### src/rtl/reg_file_writeback_arbiter.sv
// Write-back arbiter: merges ALU results and FIFO-buffered MDU results onto the
// single register file write port, and tracks pending MDU destinations.
// Optional feature macro: REG_WB_FIFO_BYPASS_EN (MDU result skips an empty FIFO).
module reg_file_writeback_arbiter #(
  parameter int SEL_WIDTH  = 4,
  parameter int DATA_WIDTH = 32,
  parameter int FIFO_DEPTH = 4
) (
  input  logic                      clk,
  input  logic                      rst,
  input  logic                      alu_valid,
  input  logic [SEL_WIDTH-1:0]      alu_sel,
  input  logic [DATA_WIDTH-1:0]     alu_data,
  input  logic                      mdu_valid,
  output logic                      mdu_ready,
  input  logic [SEL_WIDTH-1:0]      mdu_sel,
  input  logic [DATA_WIDTH-1:0]     mdu_data,
  input  logic                      claim_en,
  input  logic [SEL_WIDTH-1:0]      claim_sel,
  output logic [(2**SEL_WIDTH)-1:0] pending,
  output logic [SEL_WIDTH-1:0]      write_sel,
  output logic [DATA_WIDTH-1:0]     write_data,
  output logic                      write_en
);

  localparam int PW = (FIFO_DEPTH > 1) ? $clog2(FIFO_DEPTH) : 1;
  localparam int CW = $clog2(FIFO_DEPTH + 1);

  typedef struct packed {
    logic [SEL_WIDTH-1:0]  sel;
    logic [DATA_WIDTH-1:0] data;
  } wb_entry_t;

  wb_entry_t                mem [FIFO_DEPTH];
  logic [PW-1:0]            rd_ptr, wr_ptr;
  logic [CW-1:0]            count;
  logic                     wr_mdu;
  logic                     push, pop, bypass, fifo_push, fifo_empty;
  logic [(2**SEL_WIDTH)-1:0] pending_nxt;

  assign mdu_ready  = count < CW'(FIFO_DEPTH);
  assign fifo_empty = (count == '0);
  assign push       = mdu_valid && mdu_ready;
  assign pop        = !alu_valid && !fifo_empty;
`ifdef REG_WB_FIFO_BYPASS_EN
  assign bypass     = push && !alu_valid && fifo_empty;
`else
  assign bypass     = 1'b0;
`endif
  assign fifo_push  = push && !bypass;

  // Storage needs no reset; occupancy is governed by count and pointers.
  always_ff @(posedge clk) begin
    if (fifo_push) mem[wr_ptr] <= '{sel: mdu_sel, data: mdu_data};
  end

  always_ff @(posedge clk or posedge rst) begin
    if (rst) begin
      rd_ptr <= '0;
      wr_ptr <= '0;
      count  <= '0;
    end else begin
      if (fifo_push) wr_ptr <= wr_ptr + PW'(1);
      if (pop)       rd_ptr <= rd_ptr + PW'(1);
      case ({fifo_push, pop})
        2'b10:   count <= count + CW'(1);
        2'b01:   count <= count - CW'(1);
        default: count <= count;
      endcase
    end
  end

  // Output stage; wr_mdu remembers whether the current write came from the MDU.
  always_ff @(posedge clk or posedge rst) begin
    if (rst) begin
      write_en   <= 1'b0;
      write_sel  <= '0;
      write_data <= '0;
      wr_mdu     <= 1'b0;
    end else if (alu_valid) begin
      write_en   <= 1'b1;
      write_sel  <= alu_sel;
      write_data <= alu_data;
      wr_mdu     <= 1'b0;
    end else if (pop) begin
      write_en   <= 1'b1;
      write_sel  <= mem[rd_ptr].sel;
      write_data <= mem[rd_ptr].data;
      wr_mdu     <= 1'b1;
    end else if (bypass) begin
      write_en   <= 1'b1;
      write_sel  <= mdu_sel;
      write_data <= mdu_data;
      wr_mdu     <= 1'b1;
    end else begin
      write_en   <= 1'b0;
      wr_mdu     <= 1'b0;
    end
  end

  // Clear after the register file commits the MDU write; a same-edge claim wins.
  always_comb begin
    pending_nxt = pending;
    if (write_en && wr_mdu) pending_nxt[write_sel] = 1'b0;
    if (claim_en)           pending_nxt[claim_sel] = 1'b1;
  end

  always_ff @(posedge clk or posedge rst) begin
    if (rst) pending <= '0;
    else     pending <= pending_nxt;
  end

endmodule

### config.mk
export PLATFORM = sky130hd
export DESIGN_NAME = reg_file_writeback_arbiter
export DESIGN_NICKNAME = d
export VERILOG_FILES = /design/src/rtl/reg_file_writeback_arbiter.sv
export SDC_FILE = /design/constraint.sdc
export NUM_CORES = 1
export LEC_CHECK = 0
export CELL_PAD_IN_SITES_DETAIL_PLACEMENT = 0
export CELL_PAD_IN_SITES_GLOBAL_PLACEMENT = 2
export CORE_AREA = 5 5 172 174
export DETAILED_ROUTE_END_ITERATION = 12
export DIE_AREA = 0 0 177 179
export PLACE_DENSITY = 0.71
export SLEW_MARGIN = 10
export SYNTH_ARGS = -nofsm -noshare
export SYNTH_HDL_FRONTEND = slang
export SYNTH_SLANG_ARGS = --single-unit
export TNS_END_PERCENT = 1
### constraint.sdc
create_clock -name clk -period 2.7 [get_ports clk]
set_input_delay 0.54 -clock clk [delete_from_list [all_inputs] [get_ports clk]]
set_output_delay 0.54 -clock clk [all_outputs]
set_load 0.02 [all_outputs]
==> flow_summary.yaml, run 1 <==
power:
  total_power_uw: 11100
  p_per_area_mw_per_mm2: 1010
  ir_drop_mv: 0.405
  p_leak_uw: 0.00382
flow_run:
  maxCapViolCount: 0
sta:
  rsz0062_at_grt: "false"
  post-route-period-util_pct: 83.7
  whs_ps: 330
  setup_ws_ps: 440
  max_freq_ghz: 0.443
  hold_violations: 0
  period_needed_ps: 2260
  finalSetupTns_ps: 0
  tightest_slew_ps: 784
  slew_headroom_pct: 47.7
  drv_slew: 0
  final.setup_skew_ps: 21.3
  finalSetupViolCount: 0
clock_network:
  clk_pin_slew_worst_paths_ps: 60
  hold_buffers: 0
  cts.htree.levels: 1
  ctsRootBufferMaster: "clkbuf_16"
  clock_sinks: 205
  cts-resized-gates: 0
  cts_setup_buffers: 0
  cts_tree: "built"
  clock_latency_ps: 510
  cts_buffers: 23
  clockBufferDepth: 3
critical_path:
  critPathMaxFanout: 9
  critPathTopFamily: "buffers and inverters"
  cp_slowest_cell: "clkdlybuf4s50_1"
  r2r-end: "count[2]"
  critPathKind: "register to output port"
  reg2reg_setup_slack_ps: 830
  end_kind: "output port"
  cp_cell_sequence: "clkdlybuf4s50_1"
  r2r_cells: 8
  max_stage_delay_ps: 680
  path_depth: 1
  critPathLaunch: "write_sel[1]"
  startpoint_type: "register"
  worstPathRequired_ps: 2160
  worstReg2RegStart: "count[0]"
  worstSetupEndpoint: "write_sel[1]"
  crit_arrival_ps: 1720
  path_buf_inv: 1
finish:
  final_util_pct: 39.4
  antenna_cells: 0
  fin_nets: 758
  layout-drive-gt1-share_pct: 15.7
  fill_cells: 2591
  area_growth_pct: 32.2
synth:
  synth_nets: 607
  ys_seq_elements: 205
  syn_area_sq_mm: 0.00824
  synthTopCellsByCount: "edfxtp_1 (144), a21oi_1 (72), dfrtp_1 (61)"
  synth-main-ff-cell: "edfxtp_1"
  synthMostInstantiatedCell: "edfxtp_1"
  synth_cell_type_count: 37
  postSynthCellCount: 520
  synth_top_cell_by_area: "edfxtp_1"
  ys.warnings.count: 0
  ys_async_sr_fraction_pct: 29.8
  netlist_top_cells_area: "edfxtp_1 (52%), dfrtp_1 (19%), a21oi_1 (4.4%)"
  netlist.area_leader.share_pct: 52.5
  synth_seq_area_share_pct: 71.0
  avgSynthCellArea_sq_um: 15.8
  synth-edff-count: 144
place:
  gp_congestion: 0.763
  hpwl_um: 13400
  portBuffers: 134
  place_ws_ps: 292
detailed_routing:
  wire_per_inst_um: 18.3
  num_vias: 4851
  drt_wl_total_um: 19500
  dr.pass1.iters: 4
  final_antenna_net_count: 0
  viasPerCell: 4.55
  dr.first_iter.drc_count: 275
  drc_errors: 0
global_routing:
  grt_max_degree: 50
  grtUsageTotal_pct: 12.1
  grt.overflow.total: 0
  grt_pass1_wl_um: 30000
  grt_pass1_vias: 5273
  antenna_found_initial: 0
floorplanning:
  placementRows: 61
  io_pins: 135
  start_util_pct: 29.8
  die-area_sq_mm: 0.0317
  core_area_sq_mm: 0.0276
  die_x_um: 177
  dieHeight_um: 179
min_path:
  hp-class: "primary input to register"
  min_path_cells: 2
outcome:
  status: "finished clean"
==> flip-flops by register name (all words and copies together), names as in the netlist <==
signal / cells
rd_ptr: 2
count: 3
write_en: 1
wr_mdu: 1
pending: 16
write_sel: 4
mem: 144
wr_ptr: 2
write_data: 32
==> final cells by class <==
class                   count  area, sq um  share of cell area, %
well taps                 378          473                   4.34
flip-flops and latches    205         5850                   53.7
clock inverters            15          180                   1.65
clock buffers              27          621                   5.69
inverters                   8         30.0                  0.276
repair buffers            155         1560                   14.3
multi-input cells         278         2190                   20.1
==> cells in the final DEF, fill, tap and decap left out, drive strengths merged <==
master           n
a21oi           72
and2             4
buf             22
bufinv           3
clkbuf          27
clkdlybuf4s50  133
clkinv           8
clkinvlp         2
dfrtp           61
edfxtp         144
fa               1
ha               5
inv             10
mux2            40
mux2i            1
mux4            16
nand2           20
nand2b           7
nand3            1
nand3b           2
nand4            1
nand4b           2
nand4bb          2
nor2             3
nor2b           37
nor3             1
o21ai           31
o221ai          20
o31ai            2
or2              2
or3              1
or3b             1
xnor2            3
xor2             3
==> per-layer routing <==
metal / vias to the layer above / wire length (um) / track usage [%]
li1: 2287 / - / -
met1: 2417 / 8420 / 15.5
met2: 123 / 9580 / 21.1
met3: 24 / 1170 / 2.78
met4: 0 / 323 / 2.48
met5: - / 0 / 0
==> power breakdown <==
part           leakage (uW)  switching (uW)  total, uW  internal [uW]
combinational       0.00144            1780       3410           1630
clock              0.000390            1250       3200           1950
sequential          0.00199             393       4450           4060
total               0.00382            3420      11100           7640
==> how the worst min path moves through the flow <==
stage | from | to
after floorplan | count[0] | count[0]
after global placement | pending[3] | pending[3]
after detailed placement | pending[3] | pending[3]
after CTS | alu_valid | wr_mdu
after global routing | alu_valid | wr_mdu
final | alu_valid | wr_mdu
==> logic make-up (layout without fill, tap and decap cells) <==
logic type | after synthesis | in the layout | synth area share (%)
xor+xnor | 6 | 6 | 0.638
buf+inv | 37 | 205 | 2.63
simple gates | 84 | 84 | 5.95
compound gates | 125 | 125 | 8.56
fa+ha+maj | 6 | 6 | 1.00
flops | 205 | 205 | 71.0
mux | 57 | 57 | 10.2
==> metrics by stage <==
stage | instances | cell area (sq um)
after floorplan | 520 | 8240
after global placement | 1024 | 10100
after detailed placement | 1024 | 10100
after CTS | 1066 | 10900
after global routing | 1066 | 10900
final | 1066 | 10900
Power figures use the tool's default switching activity.
==> inputs of run 2 (changes only) <==
- clock period: 2.7 -> 2.3 ns (I/O delays scaled with it)
==> run 2 against run 1 <==
Via count increased by 1.2%. Count of clock-buffer cells in the layout increased by 4. Clock skew increased by 5.4 ps. Cell count decreased by 0.19%. Hold slack got worse by 47 ps. Combinational power increased by 18%. Wire length increased by 1.7%. Cell area decreased by 0.83%. Non-clock buffer count decreased by 2. Die area unchanged. Critical path depth unchanged. Sequential share of layout area increased by 0.45 points. Critical path type unchanged. Critical endpoint is now write_sel[0].
==> flow_summary.yaml, run 2 (synthesis results as in run 1) <==
outcome:
  status: "finished clean"
detailed_routing:
  viasPerCell: 4.62
  route.met2.wl_um: 9560
  drt_wl_total_um: 19800
  dr.first_iter.drc_count: 309
  wl_met3_um: 1190
  dr.pass1.iters: 4
  wire_per_inst_um: 18.6
  wl_met1_um: 8790
  num_vias: 4911
  final_antenna_net_count: 0
  routed.top_layer: "met4"
  drc_errors: 0
clock_network:
  clockBufferDepth: 3
  cts-resized-gates: 0
  cts.htree.levels: 1
  clk_pin_slew_worst_paths_ps: 50
  cts_buffers: 23
  ctsRootBufferMaster: "clkbuf_16"
  clock_latency_ps: 520
  clock_sinks: 205
  cts_setup_buffers: 0
  hold_buffers: 0
  cts_tree: "built"
finish:
  area_growth_pct: 31.2
  layout_commonest_cell: "edfxtp_1"
  fill_cells: 2615
  layout-drive-gt1-share_pct: 14.0
  antenna_cells: 0
  fin_nets: 756
  reg_top3: "mem x144, write_data x32, pending x16"
  final_util_pct: 39.1
  layout_common_cells: "edfxtp_1 (144), clkdlybuf4s50_1 (133), a21oi_1 (72)"
  largest_reg_flops: 144
  regMostFlops: "mem"
critical_path:
  worstPathRequired_ps: 1840
  max_stage_delay_ps: 680
  critPathKind: "register to output port"
  end_kind: "output port"
  worstSetupEndpoint: "write_sel[0]"
  critPathLaunch: "write_sel[0]"
  r2r-end: "count[2]"
  path_buf_inv: 1
  crit_arrival_ps: 1730
  critPathTopFamily: "buffers and inverters"
  worstReg2RegStart: "count[2]"
  critPathMaxFanout: 9
  r2r_cells: 8
  startpoint_type: "register"
  cp_cell_sequence: "clkdlybuf4s50_1"
  cp_slowest_cell: "clkdlybuf4s50_1"
  reg2reg_setup_slack_ps: 400
  path_depth: 1
power:
  p_leak_uw: 0.00377
  ir_drop_mv: 0.438
  p_per_area_mw_per_mm2: 1180
global_routing:
  grtUsageTotal_pct: 12.4
  grt_pass1_vias: 5311
  antenna_found_initial: 0
  grt_pass1_wl_um: 30700
  grt_max_degree: 74
  grt.overflow.total: 0
flow_run:
  maxCapViolCount: 0
floorplanning:
  placementRows: 61
  core_area_sq_mm: 0.0276
  io_pins: 135
  die-area_sq_mm: 0.0317
  die_x_um: 177
  dieHeight_um: 179
  start_util_pct: 29.8
sta:
  rsz0062_at_grt: "false"
  finalSetupTns_ps: 0
  slew_headroom_pct: 36.9
  period_needed_ps: 2190
  final.setup_skew_ps: 26.8
  post-route-period-util_pct: 95.4
  tightest_slew_ps: 946
  drv_slew: 0
  hold_violations: 0
  setup_ws_ps: 106
  finalSetupViolCount: 0
  max_freq_ghz: 0.456
place:
  gp_congestion: 0.759
  place_ws_ps: 144
  portBuffers: 134
  hpwl_um: 13200
min_path:
  hp-class: "primary input to register"
## run 2: changes by cell type in the layout (fill, tap and decap cells not counted), sizes merged
cell	before	now
buf	22	20
bufinv	3	2
clkinvlp	2	0
clkbuf	27	31
inv	10	9
## run 2: metrics by stage
step                      hold WS, ps  cells  total power [uW]  cell area, sq um
final                             284   1064             12700             10800
after global routing              252   1064             13400             10800
after CTS                         251   1064             12900             10800
after detailed placement          501   1022              9400             10100
after global placement            484   1022              9280             10100
after floorplan                   498    520              7690              8240
## run 2: worst min-delay path by stage
stage | cells after the start | endpoint | from
final | 2 | wr_mdu | alu_valid
after global routing | 2 | wr_mdu | alu_valid
after detailed placement | 2 | pending[1] | pending[1]
after CTS | 2 | wr_mdu | alu_valid
after floorplan | 1 | count[0] | count[0]
after global placement | 2 | pending[3] | pending[3]
## run 2: layout make-up
class / instances / area (sq um) / area share [%]
Multi-Input combinational cell: 278 / 2190 / 20.2
Clock inverter: 11 / 108 / 0.995
Timing Repair Buffer: 153 / 1550 / 14.4
Clock buffer: 31 / 606 / 5.60
Inverter: 8 / 30.0 / 0.278
Tap cell: 378 / 473 / 4.38
Sequential cell: 205 / 5850 / 54.1
## run 2: per-layer routing
metal | up-vias | global-route usage (%)
met1 | 2474 | 16.8
met3 | 24 | 2.85
met4 | 0 | 2.71
li1 | 2280 | -
met2 | 133 | 20.4
met5 | - | 0
## run 2: report_power, final
part           total [uW]  internal [uW]  switching (uW)
combinational        4040           1920            2130
clock                3480           2070            1410
sequential           5200           4760             437
